## src/rtl/mem_pkg.sv

```systemverilog
// mem_pkg
// Shared definitions for the memory-access sequencer:
//   state_t        - sequencer states (IDLE, BUS, DONE, ERR)
//   SZ_BYTE/HALF/WORD - encodings of the ByteAccess size field
//   calc_strobe    - byte-lane strobes for a size and byte offset
//   replicate      - lane replication of LSB-justified store data
//   align_offset   - force-aligned byte offset for an access size
//   is_misaligned  - misalignment test for an access size and offset
package mem_pkg;

  typedef enum logic [1:0] {
    ST_IDLE = 2'd0,
    ST_BUS  = 2'd1,
    ST_DONE = 2'd2,
    ST_ERR  = 2'd3
  } state_t;

  localparam logic [1:0] SZ_BYTE = 2'b00;
  localparam logic [1:0] SZ_HALF = 2'b01;
  localparam logic [1:0] SZ_WORD = 2'b10;

  // Size 2'b11 falls into the default arms and behaves as a word.
  function automatic logic [3:0] calc_strobe(input logic [1:0] size,
                                             input logic [1:0] off);
    logic [3:0] strb;
    case (size)
      SZ_BYTE: strb = 4'b0001 << off;
      SZ_HALF: strb = 4'b0011 << {off[1], 1'b0};
      default: strb = 4'b1111;
    endcase
    return strb;
  endfunction

  // Copy the low byte/half into every lane so any offset finds its data.
  function automatic logic [31:0] replicate(input logic [1:0]  size,
                                            input logic [31:0] wd);
    logic [31:0] rep;
    case (size)
      SZ_BYTE: rep = {4{wd[7:0]}};
      SZ_HALF: rep = {2{wd[15:0]}};
      default: rep = wd;
    endcase
    return rep;
  endfunction

  function automatic logic [1:0] align_offset(input logic [1:0] size,
                                              input logic [1:0] off);
    logic [1:0] aoff;
    case (size)
      SZ_BYTE: aoff = off;
      SZ_HALF: aoff = off & 2'b10;
      default: aoff = 2'b00;
    endcase
    return aoff;
  endfunction

  function automatic logic is_misaligned(input logic [1:0] size,
                                         input logic [1:0] off);
    logic mis;
    case (size)
      SZ_BYTE: mis = 1'b0;
      SZ_HALF: mis = off[0];
      default: mis = (off != 2'b00);
    endcase
    return mis;
  endfunction

endpackage

```

## src/rtl/load_extend.sv

```systemverilog
// load_extend
// Combinational load-result formatter. Moves the addressed byte/half of the
// read word down to bit 0 and sign- or zero-extends it to 32 bits.
// Ports:
//   rdata  in  32 : raw word returned by memory
//   off    in  2  : (aligned) byte offset within the word
//   size   in  2  : access size (SZ_BYTE / SZ_HALF / word)
//   uns    in  1  : 1 = zero-extend, 0 = sign-extend (ignored for words)
//   result out 32 : extended load value
module load_extend
  import mem_pkg::*;
(
  input  logic [31:0] rdata,
  input  logic [1:0]  off,
  input  logic [1:0]  size,
  input  logic        uns,
  output logic [31:0] result
);

  logic [31:0] shifted;

  // Shift the selected lane down, then keep 8/16/32 bits and extend.
  always_comb begin
    shifted = rdata >> {off, 3'b000};
    result  = shifted;
    case (size)
      SZ_BYTE: result = uns ? {24'h0, shifted[7:0]}
                            : {{24{shifted[7]}}, shifted[7:0]};
      SZ_HALF: result = uns ? {16'h0, shifted[15:0]}
                            : {{16{shifted[15]}}, shifted[15:0]};
      default: result = shifted;
    endcase
  end

endmodule

```

## src/rtl/mem_access_unit.sv

```systemverilog
// mem_access_unit
// Sequencer between the multicycle controller and a valid/ready memory port.
// Accepts one load/store at a time, drives word-aligned address, strobes and
// lane-replicated data from registers, waits for mem_ready, and returns an
// extended load result with a one-cycle Done pulse.
// Configuration macro: MISALIGN_TRAP_EN
//   defined   - misaligned half/word requests skip the bus and pulse
//               Done together with MisalignErr.
//   undefined - misaligned requests are force-aligned and run normally;
//               MisalignErr is tied 0.
// Ports:
//   CLK, Reset          : clock (rising edge), async active-high reset
//   Req, MemWrite, ByteAccess, Unsigned, Adr, WriteData : request, sampled in IDLE
//   ReadData, Done, Busy, MisalignErr : controller-side results/status
//   mem_valid, mem_ready, mem_we, mem_addr, mem_wstrb, mem_wdata, mem_rdata :
//                         memory bus
module mem_access_unit
  import mem_pkg::*;
#(
  parameter int AW = 32,
  parameter int DW = 32
) (
  input  logic          CLK,
  input  logic          Reset,
  input  logic          Req,
  input  logic          MemWrite,
  input  logic [1:0]    ByteAccess,
  input  logic          Unsigned,
  input  logic [AW-1:0] Adr,
  input  logic [DW-1:0] WriteData,
  output logic [DW-1:0] ReadData,
  output logic          Done,
  output logic          Busy,
  output logic          MisalignErr,
  output logic          mem_valid,
  input  logic          mem_ready,
  output logic          mem_we,
  output logic [AW-1:0] mem_addr,
  output logic [3:0]    mem_wstrb,
  output logic [DW-1:0] mem_wdata,
  input  logic [DW-1:0] mem_rdata
);

  state_t      state;
  logic [1:0]  lat_off;
  logic [1:0]  lat_size;
  logic        lat_uns;
  logic [1:0]  eff_off;
  logic [31:0] ext_data;

  // Offset actually used for lanes; misaligned requests that are not
  // trapped get snapped down to the natural boundary of their size.
  always_comb begin
    eff_off = align_offset(ByteAccess, Adr[1:0]);
  end

  load_extend u_load_extend (
    .rdata  (mem_rdata),
    .off    (lat_off),
    .size   (lat_size),
    .uns    (lat_uns),
    .result (ext_data)
  );

  // Single FSM; all outputs are registered so the bus sees glitch-free,
  // stable signals for the whole BUS state.
  always_ff @(posedge CLK or posedge Reset) begin
    if (Reset) begin
      state     <= ST_IDLE;
      lat_off   <= 2'b00;
      lat_size  <= SZ_BYTE;
      lat_uns   <= 1'b0;
      ReadData  <= '0;
      Done      <= 1'b0;
      Busy      <= 1'b0;
      mem_valid <= 1'b0;
      mem_we    <= 1'b0;
      mem_addr  <= '0;
      mem_wstrb <= 4'b0000;
      mem_wdata <= '0;
`ifdef MISALIGN_TRAP_EN
      MisalignErr <= 1'b0;
`endif
    end else begin
      Done <= 1'b0;
`ifdef MISALIGN_TRAP_EN
      MisalignErr <= 1'b0;
`endif
      case (state)
        ST_IDLE: begin
          if (Req) begin
            lat_off   <= eff_off;
            lat_size  <= ByteAccess;
            lat_uns   <= Unsigned;
            mem_addr  <= {Adr[AW-1:2], 2'b00};
            mem_wstrb <= calc_strobe(ByteAccess, eff_off);
            mem_wdata <= replicate(ByteAccess, WriteData);
            Busy      <= 1'b1;
`ifdef MISALIGN_TRAP_EN
            if (is_misaligned(ByteAccess, Adr[1:0])) begin
              state       <= ST_ERR;
              Done        <= 1'b1;
              MisalignErr <= 1'b1;
            end else begin
`else
            begin
`endif
              state     <= ST_BUS;
              mem_valid <= 1'b1;
              mem_we    <= MemWrite;
            end
          end
        end
        ST_BUS: begin
          if (mem_ready) begin
            if (!mem_we) begin
              ReadData <= ext_data;
            end
            mem_valid <= 1'b0;
            mem_we    <= 1'b0;
            Done      <= 1'b1;
            state     <= ST_DONE;
          end
        end
        ST_DONE: begin
          Busy  <= 1'b0;
          state <= ST_IDLE;
        end
        default: begin
          Busy  <= 1'b0;
          state <= ST_IDLE;
        end
      endcase
    end
  end

`ifndef MISALIGN_TRAP_EN
  assign MisalignErr = 1'b0;
`endif

endmodule

```

## config.mk

```make
export PLATFORM = sky130hd
export DESIGN_NAME = mem_access_unit
export DESIGN_NICKNAME = d
export VERILOG_FILES = /design/src/rtl/mem_pkg.sv /design/src/rtl/load_extend.sv /design/src/rtl/mem_access_unit.sv
export SDC_FILE = /design/constraint.sdc
export NUM_CORES = 1
export LEC_CHECK = 0
export ABC_CLOCK_PERIOD_IN_PS = 9650
export CORE_ASPECT_RATIO = 2
export CORE_MARGIN = 3
export CORE_UTILIZATION = 34
export DETAILED_ROUTE_END_ITERATION = 8
export HOLD_SLACK_MARGIN = 0.05
export PLACE_DENSITY = 0.73
export SLEW_MARGIN = 20
export SYNTH_ARGS = -nofsm -noshare
export SYNTH_HDL_FRONTEND = slang
export SYNTH_SLANG_ARGS = --single-unit
```

## constraint.sdc

```tcl
create_clock -name CLK -period 9.65 [get_ports CLK]
set_input_delay 2.4125 -clock CLK [delete_from_list [all_inputs] [get_ports CLK]]
set_output_delay 2.4125 -clock CLK [all_outputs]
set_load 0.01 [all_outputs]
```

==> impl_metrics.py <==
metrics = {
    "run_status": {
        "run_status": "finished clean",
    },
    "yosys": {
        "synth_cell_types": 35,
        "synth.cell_area_um2": 4982,
        "synth.avg_cell_area_um2": 9.472,
        "sequential_cell_area_fraction_in_the_yosys_report_pct": 54.75,
        "synth_seq_cells": 109,
        "synthesis.instances": 526,
        "yosysWarnings": 0,
    },
    "clocking": {
        "clock_tree_from_tritoncts": "built",
        "clock-root-buffer": "clkbuf_16",
        "ctsHoldBuffers": 0,
        "htreeDepth": 3,
        "clkSinkCount": 109,
        "postCtsResizedCells": 0,
        "numCtsBuffers": 9,
        "clk_pin_slew_ns": 0.07,
        "cts_max_path_buffers": 2,
        "insertion_delay_ns": 0.34,
        "post_cts.repair.setup_buffers": 0,
    },
    "cells_and_area": {
        "layout.nets": 814,
        "antenna_cells": 0,
        "layout_area_growth_over_synthesis_pct": 49.22,
        "highest_count_cells_in_the_layout_ignoring_fill_and_taps": "clkdlybuf4s50_1 (205), nand2_1 (156), dfrtp_1 (109)",
        "stdcell_area_um2": 7435,
        "most_common_library_cell_in_the_layout_ignoring_fill_and_taps": "clkdlybuf4s50_1",
        "final_layout_size_suffix_gt1_share_pct": 5.175,
    },
    "timing": {
        "fin_skew_ns": 0.01184,
        "fin_setup_tns_ns": 0,
        "min_period_ns": 3.974,
        "tightest_slew_ns": 1.066,
        "fmax_mhz": 251.6,
        "slew_headroom_pct": 28.93,
        "layout_worst_path_cycle_share_pct": 41.18,
        "finalSetupViolCount": 0,
        "final-max-slew-violation-count": 0,
        "setup_repair_after_global_routing_missed_its_margin": "false",
        "hold_viol_final": 0,
    },
    "critical_path": {
        "critical_path.reg2reg.startpoint": "lat_off[1]$_DFFE_PP0P_",
        "cp.depth": 4,
        "critical_path.slowest_cell": "clkdlybuf4s50_1",
        "minimum_setup_slack_among_reg_to_reg_paths_ns": 7.50,
        "critPathLaunchType": "primary input",
        "crit_chain": "clkdlybuf4s50_1 -> nor2_2 -> mux2i_1 -> o21ai_1",
        "crit_path_max_incr_delay_ns": 0.76,
        "r2r_end": "ReadData[25]$_DFFE_PP0P_",
        "worst_path_dominant_cell_family": "buffers and inverters",
        "cp.arrival_ns": 4.16,
        "worst-endpoint-required_ns": 9.84,
        "crit_fanout": 13,
        "path_class": "in -> reg",
        "crit_path_capture_type": "register",
        "crit_buf_inv": 1,
        "r2r_cells": 4,
    },
    "hold_path": {
        "timing.hold.worst_endpoint": "mem_addr[26]$_DFFE_PP0P_",
        "timing.hold.worst_path_depth": 2,
        "min-delay-start": "mem_addr[26]$_DFFE_PP0P_",
        "min_path_type": "reg -> reg",
    },
    "global_route": {
        "overall_global_routing_resource_usage_pct": 19.47,
        "global_route_wire_length_before_repair_mm": 24.81,
        "pin_count_of_the_biggest_net_entering_global_routing": 97,
        "globalRoute.totalOverflow": 0,
        "grt_pass1_vias": 4667,
        "grt_antenna_before_repair": 0,
    },
    "routing": {
        "drt-vias-per-instance": 4.874,
        "detail_route.wl_per_cell_um": 17.40,
        "detail_route.drc_violations": 0,
        "wl_mm": 15.78,
        "drtPass1Iterations": 4,
        "first_iter_violations": 178,
        "detail-route-antenna-nets": 0,
        "detailroute.via_count": 4421,
    },
    "power": {
        "comb_power_share_pct": 39.8,
        "max-vdd-ir-drop_mv": 0.09438,
        "internal_power_component_mw": 1.207,
        "power.sequential.fraction_pct": 39.3,
        "clock_power_share_pct": 20.9,
        "switchingPower_mw": 0.5915,
        "switching_share_pct": 32.89,
        "power.density_nw_per_um2": 242.0,
        "leakagePower_nw": 3.296,
    },
    "floorplanning": {
        "fp.dieArea_um2": 16230,
        "rows": 62,
        "fp.coreArea_um2": 14350,
        "die_h_um": 177.2,
        "ios": 209,
        "floorplan.initialDensity_pct": 34.72,
        "die_w_um": 91.60,
    },
    "place": {
        "io_buffers": 205,
        "gp_routability_congestion": 0.9392,
        "place_area_um2": 7136,
        "detailed_place_hpwl_mm": 12.05,
    },
    "run": {
        "max_cap_viols": 0,
    },
}
final cells by class:
cell class,instances,area (um^2)
Sequential cell,109,2728
Clock buffer,10,229.0
Multi-Input combinational cell,375,2064
Timing Repair Buffer,208,2074
Fill cell,1323,6917
Tap cell,192,240.2
Inverter,7,28.78
Clock inverter,6,70.07
state kept, by name (all words and copies together) (netlist names):
signal,cells
Busy,1
lat_size,2
mem_wdata,32
mem_wstrb,4
Done,1
lat_off,2
ReadData,32
mem_we,1
state,2
mem_addr,30
lat_uns,1
mem_valid,1
per-layer routing:
layer	vias to the layer above	track usage [%]	routed length, um
met5	-	0	0
met4	0	9.005	618
met3	34	4.383	888
met2	167	35.76	8704
met1	2100	20.80	5570
li1	2120	-	-
cell families after synthesis:
family                 Yosys count  synth area share, %
and+or+nand+nor                214                17.73
muxes                           50                10.47
buffers and inverters           44                4.144
DFF                            109                54.75
other                            1              0.07527
AOI/OAI and AO/OA              108                12.83
how the worst max path moves through the flow:
| stage | startpoint | end | slack (ns) |
|---|---|---|---|
| 2_1_floorplan | Reset | Busy$_DFFE_PP0P_ | 4.36 |
| 3_3_place_gp | ByteAccess[0] | mem_wdata[12]$_DFFE_PP0P_ | 5.40 |
| 3_5_place_dp | ByteAccess[0] | mem_wdata[8]$_DFFE_PP0P_ | 5.30 |
| 4_1_cts | ByteAccess[0] | mem_wdata[8]$_DFFE_PP0P_ | 5.66 |
| 5_1_grt | ByteAccess[0] | mem_wdata[14]$_DFFE_PP0P_ | 5.57 |
| 6_report | ByteAccess[0] | mem_wdata[8]$_DFFE_PP0P_ | 5.68 |
cells in the mapped netlist (all sizes together):
cell | n | area [um^2]
mux4 | 1 | 22.52
nand3b | 1 | 20.02
o2bb2ai | 1 | 8.760
nor2b | 8 | 50.05
o21bai | 1 | 7.510
nand3 | 3 | 15.01
clkbuf | 10 | 37.54
o21ai | 37 | 185.2
a211oi | 8 | 60.06
nor2 | 35 | 143.9
mux2i | 42 | 420.4
nand2 | 157 | 589.3
mux2 | 7 | 78.83
inv | 7 | 26.28
or2 | 1 | 6.260
dfrtp | 109 | 2728
o211ai | 1 | 7.510
or3 | 1 | 6.260
a22o | 7 | 61.31
buf | 27 | 142.6
nand4b | 1 | 8.760
a31oi | 5 | 31.28
a21o | 1 | 8.760
conb | 1 | 3.750
nand2b | 5 | 31.28
o22a | 8 | 70.07
and2 | 2 | 12.51
a21oi | 39 | 198.9
worst register-to-register path: stages, from the launching register on:
cell and delay [ns]:
dfrtp_1 1.05, mux2i_1 0.18, a211oi_1 0.34, nand2_1 0.30, a21oi_1 0.22
power by group through the flow:
| stage | clock (mW) | sequential, mW | combinational [mW] |
|---|---|---|---|
| final | 0.375 | 0.707 | 0.716 |
| after global routing | 0.400 | 0.728 | 0.772 |
| after CTS | 0.384 | 0.709 | 0.726 |
| after detailed placement | 0 | 0.716 | 0.724 |
| after global placement | 0 | 0.710 | 0.711 |
| after floorplan | 0 | 0.763 | 0.246 |
per-stage QoR:
step,utilization [%],total power [mW],instances,setup WS [ns],hold slack [ns]
detailed placement,49.72,1.440,891,5.296,0.4612
global route,51.80,1.900,907,5.569,0.5064
global placement,49.72,1.422,891,5.395,0.4566
floorplan,-,1.009,528,4.364,0.4487
finish,51.80,1.799,907,5.676,0.4783
CTS,51.80,1.819,907,5.664,0.4812
(Power assumes the default switching activity.)
